--- config.mk ---
export PLATFORM = sky130hd
export DESIGN_NAME = booth_seq_hilo
export DESIGN_NICKNAME = d
export VERILOG_FILES = /design/src/rtl/booth_seq_hilo.sv
export SDC_FILE = /design/constraint.sdc
export NUM_CORES = 1
export LEC_CHECK = 0
export BUFFER_PORTS_ARGS = -buffer_cell sky130_fd_sc_hd__buf_4
export CAP_MARGIN = 20
export CORE_MARGIN = 2
export CORE_UTILIZATION = 60
export DETAILED_ROUTE_END_ITERATION = 16
export PLACE_DENSITY = 0.92
export SYNTH_ARGS = -nofsm -noshare
export SYNTH_HDL_FRONTEND = slang
export SYNTH_SLANG_ARGS = --single-unit
--- constraint.sdc ---
create_clock -name clk -period 15.06 [get_ports clk]
set_input_delay 0 -clock clk [delete_from_list [all_inputs] [get_ports clk]]
set_output_delay 0 -clock clk [all_outputs]
set_load 0.05 [all_outputs]
--- src/rtl/booth_seq_hilo.sv ---
// Sequential radix-4 Booth multiplier that retires one group per cycle and commits results to HI/LO.
// Define MUL_MADD_EN to enable MADD/MSUB (accumulator preloaded from {hi,lo}).
module booth_seq_hilo #(
  parameter int DATA_WIDTH = 32
) (
  input  logic                  clk,
  input  logic                  rst,
  input  logic                  start,
  input  logic                  signed_op,
  input  logic [1:0]            op,
  input  logic [DATA_WIDTH-1:0] a,
  input  logic [DATA_WIDTH-1:0] b,
  input  logic                  flush,
  input  logic                  hi_we,
  input  logic                  lo_we,
  input  logic [DATA_WIDTH-1:0] hilo_wdata,
  output logic                  busy,
  output logic                  done,
  output logic [DATA_WIDTH-1:0] hi,
  output logic [DATA_WIDTH-1:0] lo
);

  localparam int BOOTH_NUM = (DATA_WIDTH + 2) / 2;
  localparam int EW        = DATA_WIDTH + 2;
  localparam int AW        = 2 * DATA_WIDTH + 4;
  localparam int CW        = $clog2(BOOTH_NUM);
  localparam logic [CW-1:0] LAST = CW'(BOOTH_NUM - 1);

  typedef enum logic {IDLE, CALC} state_t;

  state_t        state, state_next;
  logic [CW-1:0] count;
  logic [EW:0]   a_sr;     // {a_ext, 1'b0}; the current triplet always sits in bits [2:0]
  logic [AW-1:0] b_sh;     // sign-extended multiplicand, pre-shifted to the current group offset
  logic [AW-1:0] acc;
  logic [AW-1:0] pp;
  logic [AW-1:0] acc_sum;
  logic [AW-1:0] acc_init;
  logic [EW-1:0] a_ext, b_ext, b_init;
  logic          accept, finish;

  always_comb begin
    a_ext = signed_op ? {{2{a[DATA_WIDTH-1]}}, a} : {2'b00, a};
    b_ext = signed_op ? {{2{b[DATA_WIDTH-1]}}, b} : {2'b00, b};
  end

`ifdef MUL_MADD_EN
  logic unused_op;
  assign unused_op = op[0];
  // MSUB negates the multiplicand once at latch time; EW bits hold -b without overflow.
  assign b_init   = (op == 2'b11) ? ('0 - b_ext) : b_ext;
  assign acc_init = op[1] ? {4'b0000, hi, lo} : '0;
`else
  logic unused_op;
  assign unused_op = ^op;
  assign b_init   = b_ext;
  assign acc_init = '0;
`endif

  always_comb begin
    // NOTE: every variable written here gets a default first, otherwise a latch is inferred.
    pp = '0;
    unique case (a_sr[2:0])
      3'b001, 3'b010: pp = b_sh;
      3'b011:         pp = b_sh << 1;
      3'b100:         pp = '0 - (b_sh << 1);
      3'b101, 3'b110: pp = '0 - b_sh;
      default:        pp = '0;
    endcase
    acc_sum = acc + pp;
  end

  always_comb begin
    state_next = state;
    accept     = 1'b0;
    finish     = 1'b0;
    unique case (state)
      IDLE: begin
        if (start && !flush) begin
          accept     = 1'b1;
          state_next = CALC;
        end
      end
      CALC: begin
        if (flush) begin
          state_next = IDLE;
        end else if (count == LAST) begin
          finish     = 1'b1;
          state_next = IDLE;
        end
      end
      default: state_next = IDLE;
    endcase
  end

  assign busy = (state == CALC);

  // NOTE: sequential state uses non-blocking assignments so every register samples pre-edge values.
  always_ff @(posedge clk) begin
    if (rst) begin
      // NOTE: the datapath registers are cleared too so no stale operand survives a reset.
      state <= IDLE;
      done  <= 1'b0;
      hi    <= '0;
      lo    <= '0;
      acc   <= '0;
      count <= '0;
      a_sr  <= '0;
      b_sh  <= '0;
    end else begin
      state <= state_next;
      done  <= finish;

      if (accept) begin
        a_sr  <= {a_ext, 1'b0};
        b_sh  <= {{(AW-EW){b_init[EW-1]}}, b_init};
        acc   <= acc_init;
        count <= '0;
      end else if (state == CALC) begin
        a_sr  <= a_sr >> 2;
        b_sh  <= b_sh << 2;
        acc   <= acc_sum;
        count <= count + 1'b1;
      end

      // Completion outranks a same-cycle MTHI/MTLO write.
      if (finish) begin
        {hi, lo} <= acc_sum[2*DATA_WIDTH-1:0];
      end else begin
        if (hi_we) hi <= hilo_wdata;
        if (lo_we) lo <= hilo_wdata;
      end
    end
  end

endmodule

Yosys cells after proc, flatten, opt, wreduce, memory -nomap -nowiden
Index checks and enable logic that the tools add are counted.
W data, S select, Z words.
{ "classes": {"n_addsub": 4, "n_eq_ne": 7, "n_mux": 19, "bitwise": 1, "n_reduce_logical": 8} }
{ "ops": {"columns": ["op", "n"], "rows": [
  ["$pmux W68 S4", 1],
  ["$mux W68", 2],
  ["$sub A1 B68 Y68 const A", 2],
  ["$mux W32", 4],
  ["$mux W35", 2],
  ["$add A68 B68 Y68", 1],
  ["$mux W34", 2],
  ["$eq A3 B3 Y1 const B", 3],
  ["$mux W1", 7],
  ["$eq A3 B2 Y1 const B", 2],
  ["$reduce_bool A2 Y1", 3],
  ["$reduce_or A2 Y1", 3],
  ["$add A5 B1 Y5 const B", 1],
  ["$eq A5 B5 Y1 const B", 1],
  ["$eq A3 B1 Y1 const B", 1],
  ["$pmux W1 S2", 1],
  ["$logic_and A1 B1 Y1", 1],
  ["$logic_not A1 Y1", 1],
  ["$not A1 Y1", 1]
]} }
{ "word_totals": {"ff_bits": 242} }

Longest topological paths before layout
Gate-level depths: netlist of the first run.
{ "logic_depth": {"ltp_word": 5, "depth_mapped": 24, "ltp_nobuf": 23} }

Worst setup path before layout of the first run
OpenSTA, ideal clock, no wires.
{ "synth_timing": {"kind": "reg-to-reg", "start": "reg b_sh[0]", "end": "reg acc[63]", "setup_time_ns": 0.141, "arrival_ns": 5.287, "t_required_ns": 14.919, "setup_slack_ns": 9.632, "path_stages_with_launch": 24, "n_path_buf": 0, "synth_period_minus_slack_ns": 5.428, "cell_sequence": "dfxtp_1 > inv_1 > ha_1 > inv_1 > or3_1 > nor3_1 > nand3_1 > or3_1 > or3_1 > xor2_1 > mux2_2 > a22oi_1 > a21oi_1 > ha_1 > nand4_1 > nor4_1 > nand3_1 > a211oi_1 > nor3_1 > o41ai_1 > a21oi_1 > a31o_2 > o21ai_0 > o31ai_1"} }
{ "synth_between": {"elab_chain_cells": 3, "word_cells_on_any_way": 4, "cone_classes": "add/sub (3); mux (1)"} }
{ "synth_rtl": {"columns": ["element", "line", "rtl"], "rows": [
  ["from (decl)", "34", "logic [AW-1:0] b_sh;"],
  ["from (signal assigned)", "116", "b_sh <= {{(AW-EW){b_init[EW-1]}}, b_init};"],
  ["from (signal assigned)", "121", "b_sh <= b_sh << 2;"],
  ["$sub A1 B68 Y68 (on tied branches)", "67, 66", null],
  ["$pmux W68 S4 (*)", "63", "unique case (a_sr[2:0])"],
  ["$add A68 B68 Y68 (*)", "70", "acc_sum = acc + pp;"],
  ["to (signal assigned)", "117", "acc <= acc_init;"],
  ["to (signal assigned)", "122", "acc <= acc_sum;"],
  ["to (decl)", "35", "logic [AW-1:0] acc;"]
]} }
Mark *: on every way between the ends. The rest lies on a longest branch, timed or not.
A chain may end at the register's enable or synchronous reset.

Worst setup path after layout of the first run
Same ends and word-level chain as after synthesis.

==> key figures, run 1 <==
Synth
  • Synth Area in XOR/XNOR: 0.06990
  • Synth Area in Adders: 0.05000
  • Area leader, netlist: dfxtp_1
  • Synth async-reset ratio: 0
  • Yosys reg bits: 233
  • Largest cells by area after synthesis: dfxtp_1 28%, a21oi_1 7.8%, nand2_1 7.0%, mux2i_1 5.9%, nor2_1 5.5%
  • Sequential cell area fraction in the yosys report: 0.2758
  • Number of flops mapped to enable cells by yosys: 0
  • Ys flop type: dfxtp_1
  • Compound-gate portion of the synthesized area: 0.2663
  • Simple-gate share of the synthesized area: 0.2170
  • Yosys cell types: 71
  • Yosys warns: 0
  • Synth top area share: 0.2758
  • Mux cell area share after synthesis: 0.06258
  • Post-synth top cells: 315 x nand2_1, 262 x a21oi_1, 248 x nor2_1
  • Main combinational cell family by area after synthesis: compound AO/OA/AOI/OAI gates
  • Post-synthesis cell count: 2,348
  • Cell area after synthesis: 16,910 um2
  • Most numerous cell in the Yosys netlist: nand2_1
  • Syn Area/Cell: 7.204 um2
  • Mapped Nets: 2,520

Pwr
  • Clk network pwr share: 0.389
  • Sequential Power Share: 0.393
  • Peak supply drop: 0.09532 mV
  • NetSw: 0.5378 mW
  • P per Cell Area: 87.47 nW/um2
  • Int Power: 1.198 mW
  • Leak pwr: 7.985 nW
  • Switching fraction of total power: 0.3097
  • Gate power share: 0.218
  • Final Power: 1.736 mW

Die
  • Initial core utilization: 0.6089
  • Die span in x: 171.9 um
  • Rows: 61
  • IO Count: 171
  • Die footprint: 29,550 um2
  • Overall die height: 171.9 um
  • CORE AREA: 27,780 um2

Global routing
  • Met1 global-route usage: 0.5016
  • Total GRT Usage: 0.3858
  • Total congestion overflow: 0
  • Gr busiest metal: met2
  • First-pass GRT wire length: 91,280 um
  • Largest net degree at the start of global routing: 103
  • Vias in the first global route: 17.04k
  • M2 GR Usage: 0.6150
  • Initial antenna violation count: 5
  • Met3 GRT Util: 0.07645

STA
  • Final hold slack: 0.09999 ns
  • Final setup viols: 0
  • RSZ-0062 raised after global routing: false
  • Achievable clock frequency: 130.2 MHz
  • Endpoints failing hold: 0
  • Worst slew margin: 0.2456
  • Crit share post-route: 0.5099
  • Tightest Pin Transition: 1.117 ns
  • Setup WS post-layout: 7.381 ns
  • Clock Skew: 0.01417 ns
  • Max-slew violation count: 0
  • Setup TNS: 0 ns
  • Minimum clock period: 7.679 ns

Worst setup path
  • FF-to-FF Start: b_sh[0]
  • CP max FO: 6
  • R2r endpoint: acc[63]
  • Crit end category: register
  • FF-to-FF path depth: 24
  • CP Class: reg2reg
  • CP startpoint kind: register
  • CP arrival: 8.05 ns
  • Critical Path RT: 15.43 ns
  • R2R setup slack: 7.38 ns

Min path
  • WHS Path Cells: 3
  • Min-delay worst type: in2reg
  • Hold Path Sink: lo[3]
  • HP Start: lo_we

Route
  • Initial DRC count: 2,450
  • Drt drc: 0
  • Final Routed Wirelength: 58,870 um
  • TritonRoute pass-1 iters: 6
  • Final ANT Viol Nets: 0
  • Vias: 18.57k
  • WL per Instance: 20.73 um
  • Via density: 6.537

Place
  • Post-Place Worst Slack: 7.727 ns
  • Final HPWL from detailed placement: 38,460 um
  • Port Buffers: 168
  • Placer Congestion: 0.9836

Final layout
  • Layout Area Growth over Synthesis: 17.35%
  • Layout Nets: 2,614
  • Area occupied by multi-input gates: 11,280 um2
  • Share of cells above drive strength 1: 0.1070
  • Register Area: 4669 um2
  • Fillers: 2,118

Clock network
  • H-tree levels: 1
  • Post-CTS setup buffers: 0
  • Worst-Skew Late Latency: 0.53 ns
  • Clk buf depth: 3
  • Number of CTS-inserted buffers: 25
  • Root Buffer: clkbuf_16
  • Num Clock Sinks: 233
  • CTS tree: yes
  • Clk slew on worst S/H paths: 0.06 ns

Status
  • Outcome: finished, final reports clean

Job
  • Maxcap violations: 0
==> what timing repair did <==
item | CTS | global route
setup endpoints to repair | 0 | 0
hold endpoints to repair | 157 | 0
hold buffers | 100 | 0
gates resized for setup | 0 | 0
==> sequential cells by signal, summed over array words and instances, names as in the netlist <==
signal / flops
a_sr: 34
count: 5
busy: 1
lo: 32
b_sh: 64
hi: 32
acc: 64
done: 1
==> worst max-delay path by stage <==
stage	startpoint	end	slack, ns	cells past startpoint
after floorplan	b_sh[0]	acc[63]	9.63	23
after global placement	b_sh[0]	acc[63]	7.83	24
after detailed placement	b_sh[0]	acc[63]	7.73	24
after CTS	b_sh[0]	acc[63]	7.66	24
after global routing	b_sh[0]	acc[63]	6.95	24
final	b_sh[0]	acc[63]	7.38	24
==> per-layer routing <==
layer  vias up  routed length [um]
li1       8576                   -
met1      8575               23540
met2      1189               25870
met3       223                6355
met4         2                3087
met5         -                  16
==> stage by stage <==
step,cells,util,cell area (um2)
floorplan,2348,-,16920
global placement,2692,0.6459,17940
detailed placement,2692,0.6459,17940
CTS,2835,0.7138,19830
global route,2840,0.7145,19850
finish,2840,0.7145,19850
==> kinds of logic (layout without fill, tap and decap cells) <==
group / after synthesis / in the layout
AOI/OAI and AO/OA: 741 / 741
xor gates and xnor gates: 135 / 135
adders and majority gates: 67 / 67
buffers and inverters: 253 / 363
DFF: 233 / 233
muxes: 105 / 105
other: 0 / 4
and+or+nand+nor: 814 / 814
==> final cells by class <==
cell class | count | share of cell area
sequential | 233 | 0.2353
inverter | 32 | 0.006051
clock buffer | 33 | 0.03555
timing repair buffer | 288 | 0.1215
antenna | 4 | 0.0005043
multi-input combinational | 1862 | 0.5681
tap | 378 | 0.02383
clock inverter | 10 | 0.009140
==> worst max-delay path, stage by stage (launching register included) <==
cell	delay [ns]
dfxtp_1	0.37
inv_1	0.19
ha_1	0.22
inv_1	0.08
or3_1	0.35
nor3_1	0.52
nand3_1	0.30
or3_1	0.42
or3_1	0.37
xor2_1	0.16
mux2_2	0.27
a22oi_1	0.16
a21oi_1	0.12
ha_1	0.44
nand4_1	0.23
nor4_1	0.61
nand3_1	0.18
a211oi_1	0.25
nor3_1	0.08
buf_4	0.18
o41ai_1	0.99
a21oi_1	0.23
a31o_2	0.28
o21ai_0	0.38
o31ai_1	0.14
==> placed cells by master (no fill, tap or decap), types with 40 or more instances in the layout <==
| cell type | n |
|---|---|
| a211oi_1 | 89 |
| a21oi_1 | 262 |
| a22oi_1 | 46 |
| buf_4 | 188 |
| dfxtp_1 | 231 |
| dlygate4sd3_1 | 100 |
| ha_1 | 66 |
| mux2i_1 | 99 |
| nand2_1 | 315 |
| nand4_1 | 40 |
| nor2_1 | 248 |
| nor3_1 | 51 |
| o21ai_0 | 181 |
| xnor2_1 | 68 |
| xor2_1 | 67 |
==> power by group through the flow <==
stage                     sequential, mW  clock [mW]  combinational [mW]
after floorplan                    0.705           0               0.224
after global placement             0.691           0               0.330
after detailed placement           0.693           0               0.338
after CTS                          0.679       0.674               0.362
after global routing               0.685       0.701               0.403
final                              0.682       0.676               0.378
(Power assumes the default switching activity.)
==> run 2: changes to the inputs <==
--- a/config.mk
+++ b/config.mk
@@ -8,9 +8,9 @@
 export BUFFER_PORTS_ARGS = -buffer_cell sky130_fd_sc_hd__buf_4
 export CAP_MARGIN = 20
 export CORE_MARGIN = 2
-export CORE_UTILIZATION = 60
+export CORE_UTILIZATION = 55
 export DETAILED_ROUTE_END_ITERATION = 16
-export PLACE_DENSITY = 0.92
+export PLACE_DENSITY = 0.89
 export SYNTH_ARGS = -nofsm -noshare
 export SYNTH_HDL_FRONTEND = slang
 export SYNTH_SLANG_ARGS = --single-unit
==> constraint.sdc (replaced) <==
create_clock -name clk -period 6.4 [get_ports clk]
set_input_delay 0 -clock clk [delete_from_list [all_inputs] [get_ports clk]]
set_output_delay 0 -clock clk [all_outputs]
set_load 0.05 [all_outputs]
==> key figures, run 2 (synthesized netlist as in run 1, its figures left out) <==
Status
  • Outcome: finished, final reports clean (unchanged)

STA
  • Achievable clock frequency: 169.5 MHz (was 130.2 MHz)
  • Clock Skew: 0.02774 ns (was 0.01417 ns)
  • RSZ-0062 raised after global routing: false (unchanged)
  • Worst slew margin: 0.3271 (was 0.2456)
  • Crit share post-route: 0.9218 (was 0.5099)
  • Max-slew violation count: 0 (unchanged)
  • Endpoints failing hold: 0 (unchanged)
  • Setup TNS: 0 ns (unchanged)
  • Tightest Pin Transition: 1.009 ns (was 1.117 ns)
  • Minimum clock period: 5.899 ns (was 7.679 ns)
  • Final setup viols: 0 (unchanged)
  • Final hold slack: 0.05777 ns (was 0.09999 ns)

Die
  • IO Count: 171 (unchanged)
  • Overall die height: 179.4 um (was 171.9 um)
  • Die span in x: 179.4 um (was 171.9 um)
  • Rows: 64 (was 61)
  • Die footprint: 32,170 um2 (was 29,550 um2)
  • Initial core utilization: 0.5559 (was 0.6089)
  • CORE AREA: 30,430 um2 (was 27,780 um2)

Worst setup path
  • CP cell instances: inv_1, ha_1, inv_1, or3_1, nor3_1, buf_4, nand3_1, or3_1, or3_1, xor2_1, mux2_2, a22oi_1, a21oi_1, ha_1, nand4_1, buf_4, nor3_1, and2_1, and3_1, a32o_1, nor2_1, o31ai_1, a21oi_1, a2111oi_0 (was inv_1, ha_1, inv_1, or3_1, nor3_1, nand3_1, or3_1, or3_1, xor2_1, mux2_2, a22oi_1, a21oi_1, ha_1, nand4_1, nor4_1, nand3_1, a211oi_1, nor3_1, buf_4, o41ai_1, a21oi_1, a31o_2, o21ai_0, o31ai_1)
  • CP startpoint kind: register (unchanged)
  • Family with the most delay on the worst path: simple AND/OR/NAND/NOR gates (unchanged)
  • CP most frequent cell: or3_1 (unchanged)
  • CP max FO: 6 (unchanged)
  • CP arrival: 6.32 ns (was 8.05 ns)
  • Slowest stage delay, CP: 0.47 ns (was 0.99 ns)
  • Slowest CP cell: o31ai_1 (was o41ai_1)
  • Crit end category: register (unchanged)
  • Critical path buffer and inverter count: 4 (was 3)
  • Critical Path RT: 6.82 ns (was 15.43 ns)
  • CP Class: reg2reg (unchanged)

Clock network
  • Worst-Skew Late Latency: 0.56 ns (was 0.53 ns)
  • Root Buffer: clkbuf_16 (unchanged)
  • Number of CTS-inserted buffers: 27 (was 25)
  • Num Clock Sinks: 233 (unchanged)
  • Clk buf depth: 3 (unchanged)
  • H-tree levels: 1 (unchanged)
  • CTS tree: yes (unchanged)
  • Clk slew on worst S/H paths: 0.07 ns (was 0.06 ns)

Route
  • Final Routed Wirelength: 60,010 um (was 58,870 um)
  • Final ANT Viol Nets: 0 (unchanged)
  • WL per Instance: 20.78 um (was 20.73 um)
  • Drt drc: 0 (unchanged)
  • TritonRoute pass-1 iters: 6 (unchanged)
  • Via density: 6.391 (was 6.537)
  • Initial DRC count: 2,065 (was 2,450)
  • Vias: 18.46k (was 18.57k)

Global routing
  • Initial antenna violation count: 0 (was 5)
  • Largest net degree at the start of global routing: 103 (unchanged)
  • First-pass GRT wire length: 92,880 um (was 91,280 um)
  • Total congestion overflow: 0 (unchanged)
  • Vias in the first global route: 17.16k (was 17.04k)
  • Total GRT Usage: 0.3623 (was 0.3858)

Final layout
  • Design area: 20,140 um2 (was 19,850 um2)
  • Commonest non-fill, non-tap cell in the layout: nand2_1 (unchanged)
  • Layout Nets: 2,644 (was 2,614)
  • Layout Area Growth over Synthesis: 19.06% (was 17.35%)
  • Ant diodes: 0 (was 4)
  • Final core utilization: 0.6618 (was 0.7145)
  • Most frequent cells in the layout: 315 x nand2_1, 262 x a21oi_1, 247 x nor2_1 (was 315 x nand2_1, 262 x a21oi_1, 248 x nor2_1)
  • Registers with the most flip-flops: acc: 64 flops, b_sh: 64 flops, a_sr: 34 flops (unchanged)
  • Fillers: 2,470 (was 2,118)
  • Register Area: 4669 um2 (unchanged)
  • Share of cells above drive strength 1: 0.1208 (was 0.1070)
  • Area occupied by multi-input gates: 11,300 um2 (was 11,280 um2)

Place
  • Port Buffers: 168 (unchanged)
  • Post-DP Area: 18,180 um2 (was 17,940 um2)
  • Placer Congestion: 0.9690 (was 0.9836)
  • Final HPWL from detailed placement: 39,460 um (was 38,460 um)

Pwr
  • Sequential Power Share: 0.385 (was 0.393)
  • NetSw: 1.334 mW (was 0.5378 mW)
  • Gate power share: 0.220 (was 0.218)
  • Peak supply drop: 0.2132 mV (was 0.09532 mV)
  • Int Power: 2.829 mW (was 1.198 mW)
  • Switching fraction of total power: 0.3205 (was 0.3097)
  • Leak pwr: 8.155 nW (was 7.985 nW)
  • Clk network pwr share: 0.395 (was 0.389)
  • P per Cell Area: 206.7 nW/um2 (was 87.47 nW/um2)

Job
  • Maxcap violations: 0 (unchanged)

Min path
  • Min-delay worst type: in2reg (unchanged)
-- run 2: routing by layer --
layer	part of all wire	track usage
met1	0.41	0.4648
met2	0.44	0.5821
met3	0.10	0.08249
met4	0.049	0.1610
met5	0	0
-- run 2: worst paths after layout --
kind	endpoint	slack (ns)	depth (start not counted)	from
setup / recovery	hi[25]	0.50	24	b_sh[0]
setup reg to reg	hi[25]	0.50	24	b_sh[0]
hold / removal	hi[28]	0.06	2	rst
hold reg to reg	acc[57]	0.48	2	acc[57]
-- run 2: stage by stage --
step,power [mW],setup slack (ns),instances
6_report,4.163,0.5007,2888
5_1_grt,4.298,0.1429,2888
4_1_cts,4.117,0.4535,2887
3_5_place_dp,2.450,0.4679,2739
3_3_place_gp,2.427,0.6203,2739
2_1_floorplan,2.187,0.9725,2348
-- run 2: worst reg2reg max path, delay by kind of cell (launching register included) --
kind,cells,cell delay (ns)
buffers and inverters,4,0.57
AND/OR/NAND/NOR,10,2.17
AO/OA/AOI/OAI,6,1.64
flip-flops,1,0.36
adder cells (fa/ha/maj),2,0.63
multiplexers,1,0.28
XOR/XNOR,1,0.16
-- run 2: final cells by class --
type | instances | share of cell area
Tap cell | 396 | 0.02460
Multi-Input combinational cell | 1862 | 0.5610
Clock inverter | 14 | 0.008946
Sequential cell | 233 | 0.2319
Clock buffer | 35 | 0.03752
Timing Repair Buffer | 316 | 0.1301
Inverter | 32 | 0.005964
-- run 2: power groups by stage --
stage / Combinational, mW / Sequential (mW) / Clock (mW)
global route: 0.983 / 1.61 / 1.71
finish: 0.918 / 1.60 / 1.64
global placement: 0.806 / 1.62 / 0
floorplan: 0.528 / 1.66 / 0
CTS: 0.878 / 1.59 / 1.64
detailed placement: 0.824 / 1.63 / 0
-- run 2: timing repair --
| action | 4_1_cts | 5_1_grt |
|---|---|---|
| resized for setup | 0 | 5 |
| hold endpoints to repair | 130 | 0 |
| hold buffers | 99 | 0 |
| setup endpoints to repair | 0 | 2 |
| setup buffers | 0 | 0 |
==> run 3: changes to the inputs <==
--- a/config.mk
+++ b/config.mk
@@ -5,6 +5,7 @@
 export SDC_FILE = /design/constraint.sdc
 export NUM_CORES = 1
 export LEC_CHECK = 0
+export ABC_AREA = 1
 export BUFFER_PORTS_ARGS = -buffer_cell sky130_fd_sc_hd__buf_4
 export CAP_MARGIN = 20
 export CORE_MARGIN = 2
==> key figures, run 3 <==
Clock network
  • Hold buffer count at CTS: 126 (was 99)
  • Root Buffer: clkbuf_16 (unchanged)
  • Post-CTS setup buffers: 0 (unchanged)
  • Number of CTS-inserted buffers: 27 (unchanged)
  • Clk buf depth: 3 (unchanged)
  • Num Clock Sinks: 233 (unchanged)
  • Worst-Skew Late Latency: 0.58 ns (was 0.56 ns)
  • Clk slew on worst S/H paths: 0.06 ns (was 0.07 ns)
  • Resize count post-CTS: 0 (unchanged)
  • H-tree levels: 1 (unchanged)
  • CTS tree: yes (unchanged)

Worst setup path
  • CP arrival: 5.48 ns (was 6.32 ns)
  • R2R setup slack: 1.44 ns (was 0.50 ns)
  • FF-to-FF path depth: 19 (was 24)
  • CP Class: reg2reg (unchanged)
  • Critical Path RT: 6.92 ns (was 6.82 ns)
  • CP max FO: 7 (was 6)
  • FF-to-FF Start: b_sh[0] (unchanged)
  • R2r endpoint: lo[19] (was hi[25])
  • CP startpoint kind: register (unchanged)
  • Crit end category: register (unchanged)

Synth
  • Syn Area/Cell: 5.942 um2 (was 7.204 um2)
  • Ys flop type: dfxtp_1 (unchanged)
  • Synth top area share: 0.2642 (was 0.2758)
  • Most numerous cell in the Yosys netlist: nand2_1 (unchanged)
  • Cell area after synthesis: 17,660 um2 (was 16,910 um2)
  • Post-synth top cells: 913 x nand2_1, 396 x inv_1, 330 x nor2_1 (was 315 x nand2_1, 262 x a21oi_1, 248 x nor2_1)
  • Number of flops mapped to enable cells by yosys: 0 (unchanged)
  • Yosys warns: 0 (unchanged)
  • Yosys cell types: 48 (was 71)
  • Synth async-reset ratio: 0 (unchanged)
  • Mapped Nets: 3,144 (was 2,520)
  • Area leader, netlist: dfxtp_1 (unchanged)
  • Sequential cell area fraction in the yosys report: 0.2642 (was 0.2758)
  • Post-synthesis cell count: 2,972 (was 2,348)
  • Largest cells by area after synthesis: dfxtp_1 26%, nand2_1 19%, inv_1 8.4%, nor2_1 7.0%, nand3_1 6.2% (was dfxtp_1 28%, a21oi_1 7.8%, nand2_1 7.0%, mux2i_1 5.9%, nor2_1 5.5%)
  • Yosys reg bits: 233 (unchanged)

Final layout
  • Layout Area Growth over Synthesis: 20.62% (was 19.06%)
  • Final core utilization: 0.6750 (was 0.6618)
  • Layout Nets: 3,368 (was 2,644)
  • Commonest non-fill, non-tap cell in the layout: nand2_1 (unchanged)
  • Share of cells above drive strength 1: 0.08831 (was 0.1208)
  • Registers with the most flip-flops: acc: 64 flops, b_sh: 64 flops, a_sr: 34 flops (unchanged)
  • Most frequent cells in the layout: 912 x nand2_1, 395 x inv_1, 327 x nor2_1 (was 315 x nand2_1, 262 x a21oi_1, 247 x nor2_1)

Global routing
  • Total GRT Usage: 0.4082 (was 0.3623)
  • First-pass GRT wire length: 107,300 um (was 92,880 um)
  • Largest net degree at the start of global routing: 86 (was 103)
  • Total congestion overflow: 0 (unchanged)
  • Initial antenna violation count: 4 (was 0)
  • Vias in the first global route: 19.89k (was 17.16k)

Route
  • Final ANT Viol Nets: 0 (unchanged)
  • Final Routed Wirelength: 70,210 um (was 60,010 um)
  • WL per Instance: 19.40 um (was 20.78 um)
  • TritonRoute pass-1 iters: 5 (was 6)
  • Via density: 5.875 (was 6.391)
  • Drt drc: 0 (unchanged)
  • Vias: 21.27k (was 18.46k)
  • Initial DRC count: 2,504 (was 2,065)

Min path
  • HP Start: b[3] (was rst)
  • WHS Path Cells: 6 (was 2)
  • Hold Path Sink: b_sh[3] (was hi[28])
  • Min-delay worst type: in2reg (unchanged)

STA
  • RSZ-0062 raised after global routing: false (unchanged)
  • Setup TNS: 0 ns (unchanged)
  • Minimum clock period: 4.958 ns (was 5.899 ns)
  • Endpoints failing hold: 0 (unchanged)
  • Tightest Pin Transition: 1.010 ns (was 1.009 ns)
  • Worst slew margin: 0.3254 (was 0.3271)
  • Final setup viols: 0 (unchanged)
  • Crit share post-route: 0.7747 (was 0.9218)
  • Achievable clock frequency: 201.7 MHz (was 169.5 MHz)
  • Max-slew violation count: 0 (unchanged)
  • Clock Skew: 0.01497 ns (was 0.02774 ns)

Place
  • Final HPWL from detailed placement: 49,670 um (was 39,460 um)
  • Placer Congestion: 1.037 (was 0.9690)
  • Port Buffers: 168 (unchanged)

Pwr
  • P per Cell Area: 202.5 nW/um2 (was 206.7 nW/um2)
  • Leak pwr: 10.44 nW (was 8.155 nW)
  • Final Power: 4.313 mW (was 4.163 mW)
  • Peak supply drop: 0.2107 mV (was 0.2132 mV)

Die
  • Rows: 65 (was 64)
  • CORE AREA: 31,560 um2 (was 30,430 um2)
  • Die span in x: 183.2 um (was 179.4 um)
  • IO Count: 171 (unchanged)
  • Overall die height: 183.2 um (was 179.4 um)
  • Initial core utilization: 0.5596 (was 0.5559)
  • Die footprint: 33,550 um2 (was 32,170 um2)

Status
  • Outcome: finished, final reports clean (unchanged)

Job
  • Maxcap violations: 0 (unchanged)
run 3: worst max-delay path: stages (launching register included):
cell           delay (ns)
dfxtp_1              0.40
inv_1                0.14
ha_1                 0.30
nand3_2              0.23
inv_1                0.11
nand2_1              0.22
nor2_1               0.10
o21ai_0              0.27
o22ai_1              0.12
a21oi_1              0.14
o21ai_0              0.23
ha_1                 0.45
nand2_1              0.12
o21ai_0              0.27
a21oi_1              0.15
o21bai_1             0.38
xor2_1               0.39
nand2_1              0.12
a31oi_1              0.16
dlygate4sd3_1        0.58
run 3: kinds of logic (layout without fill, tap and decap cells):
family                     Yosys count  in the layout  share of synthesized area
and+or+nand+nor                   1572           1572                     0.3709
adders and majority gates           67             67                    0.04790
xor gates and xnor gates            72             72                    0.03571
DFF                                233            233                     0.2642
other                                0              2                          0
AOI/OAI and AO/OA                  510            510                     0.1706
buffers and inverters              518            762                     0.1107
run 3: area by class of cell:
| cell class | instances | area (um2) |
|---|---|---|
| antenna | 2 | 5.005 |
| clock buffer | 34 | 742.0 |
| clock inverter | 15 | 163.9 |
| fill | 2714 | 10260 |
| inverter | 405 | 1521 |
| multi-input combinational | 2221 | 11070 |
| sequential | 233 | 4668 |
| tap | 402 | 503.0 |
| timing repair buffer | 308 | 2628 |
run 3: how the worst max path moves through the flow:
stage             from  endpoint  slack [ns]  cells after the start
2_1_floorplan  b_sh[1]   acc[53]        3.09                     26
3_3_place_gp   b_sh[1]   acc[52]        1.91                     22
3_5_place_dp   b_sh[1]   acc[52]        1.82                     22
4_1_cts        a_sr[0]    lo[19]        1.64                     16
5_1_grt        b_sh[1]     hi[0]        1.26                     23
6_report       b_sh[0]    lo[19]        1.44                     19
run 3: stage by stage:
| stage | area [um2] | hold slack (ns) | worst slack [ns] | std cells |
|---|---|---|---|---|
| floorplan | 17660 | 0.1426 | 3.091 | 2972 |
| global placement | 19130 | 0.2687 | 1.912 | 3443 |
| detailed placement | 19130 | 0.2827 | 1.821 | 3443 |
| CTS | 21290 | 0.2402 | 1.644 | 3618 |
| global route | 21300 | 0.2975 | 1.257 | 3620 |
| finish | 21300 | 0.2596 | 1.442 | 3620 |
run 3: layer usage:
layer  vias to the layer above  part of all wire  GRT usage
met5                         -           0.00027          0
met3                       250              0.10    0.07268
met2                      1247              0.44     0.6664
met1                      9708              0.40     0.5177
li1                      10060                 -          -
met4                         4             0.056     0.2086
run 3: report_power, final:
part / internal, mW / leakage (nW) / switching, mW
logic: 0.369 / 8.09 / 0.751
clock network: 0.912 / 0.445 / 0.691
registers: 1.52 / 1.90 / 0.0687
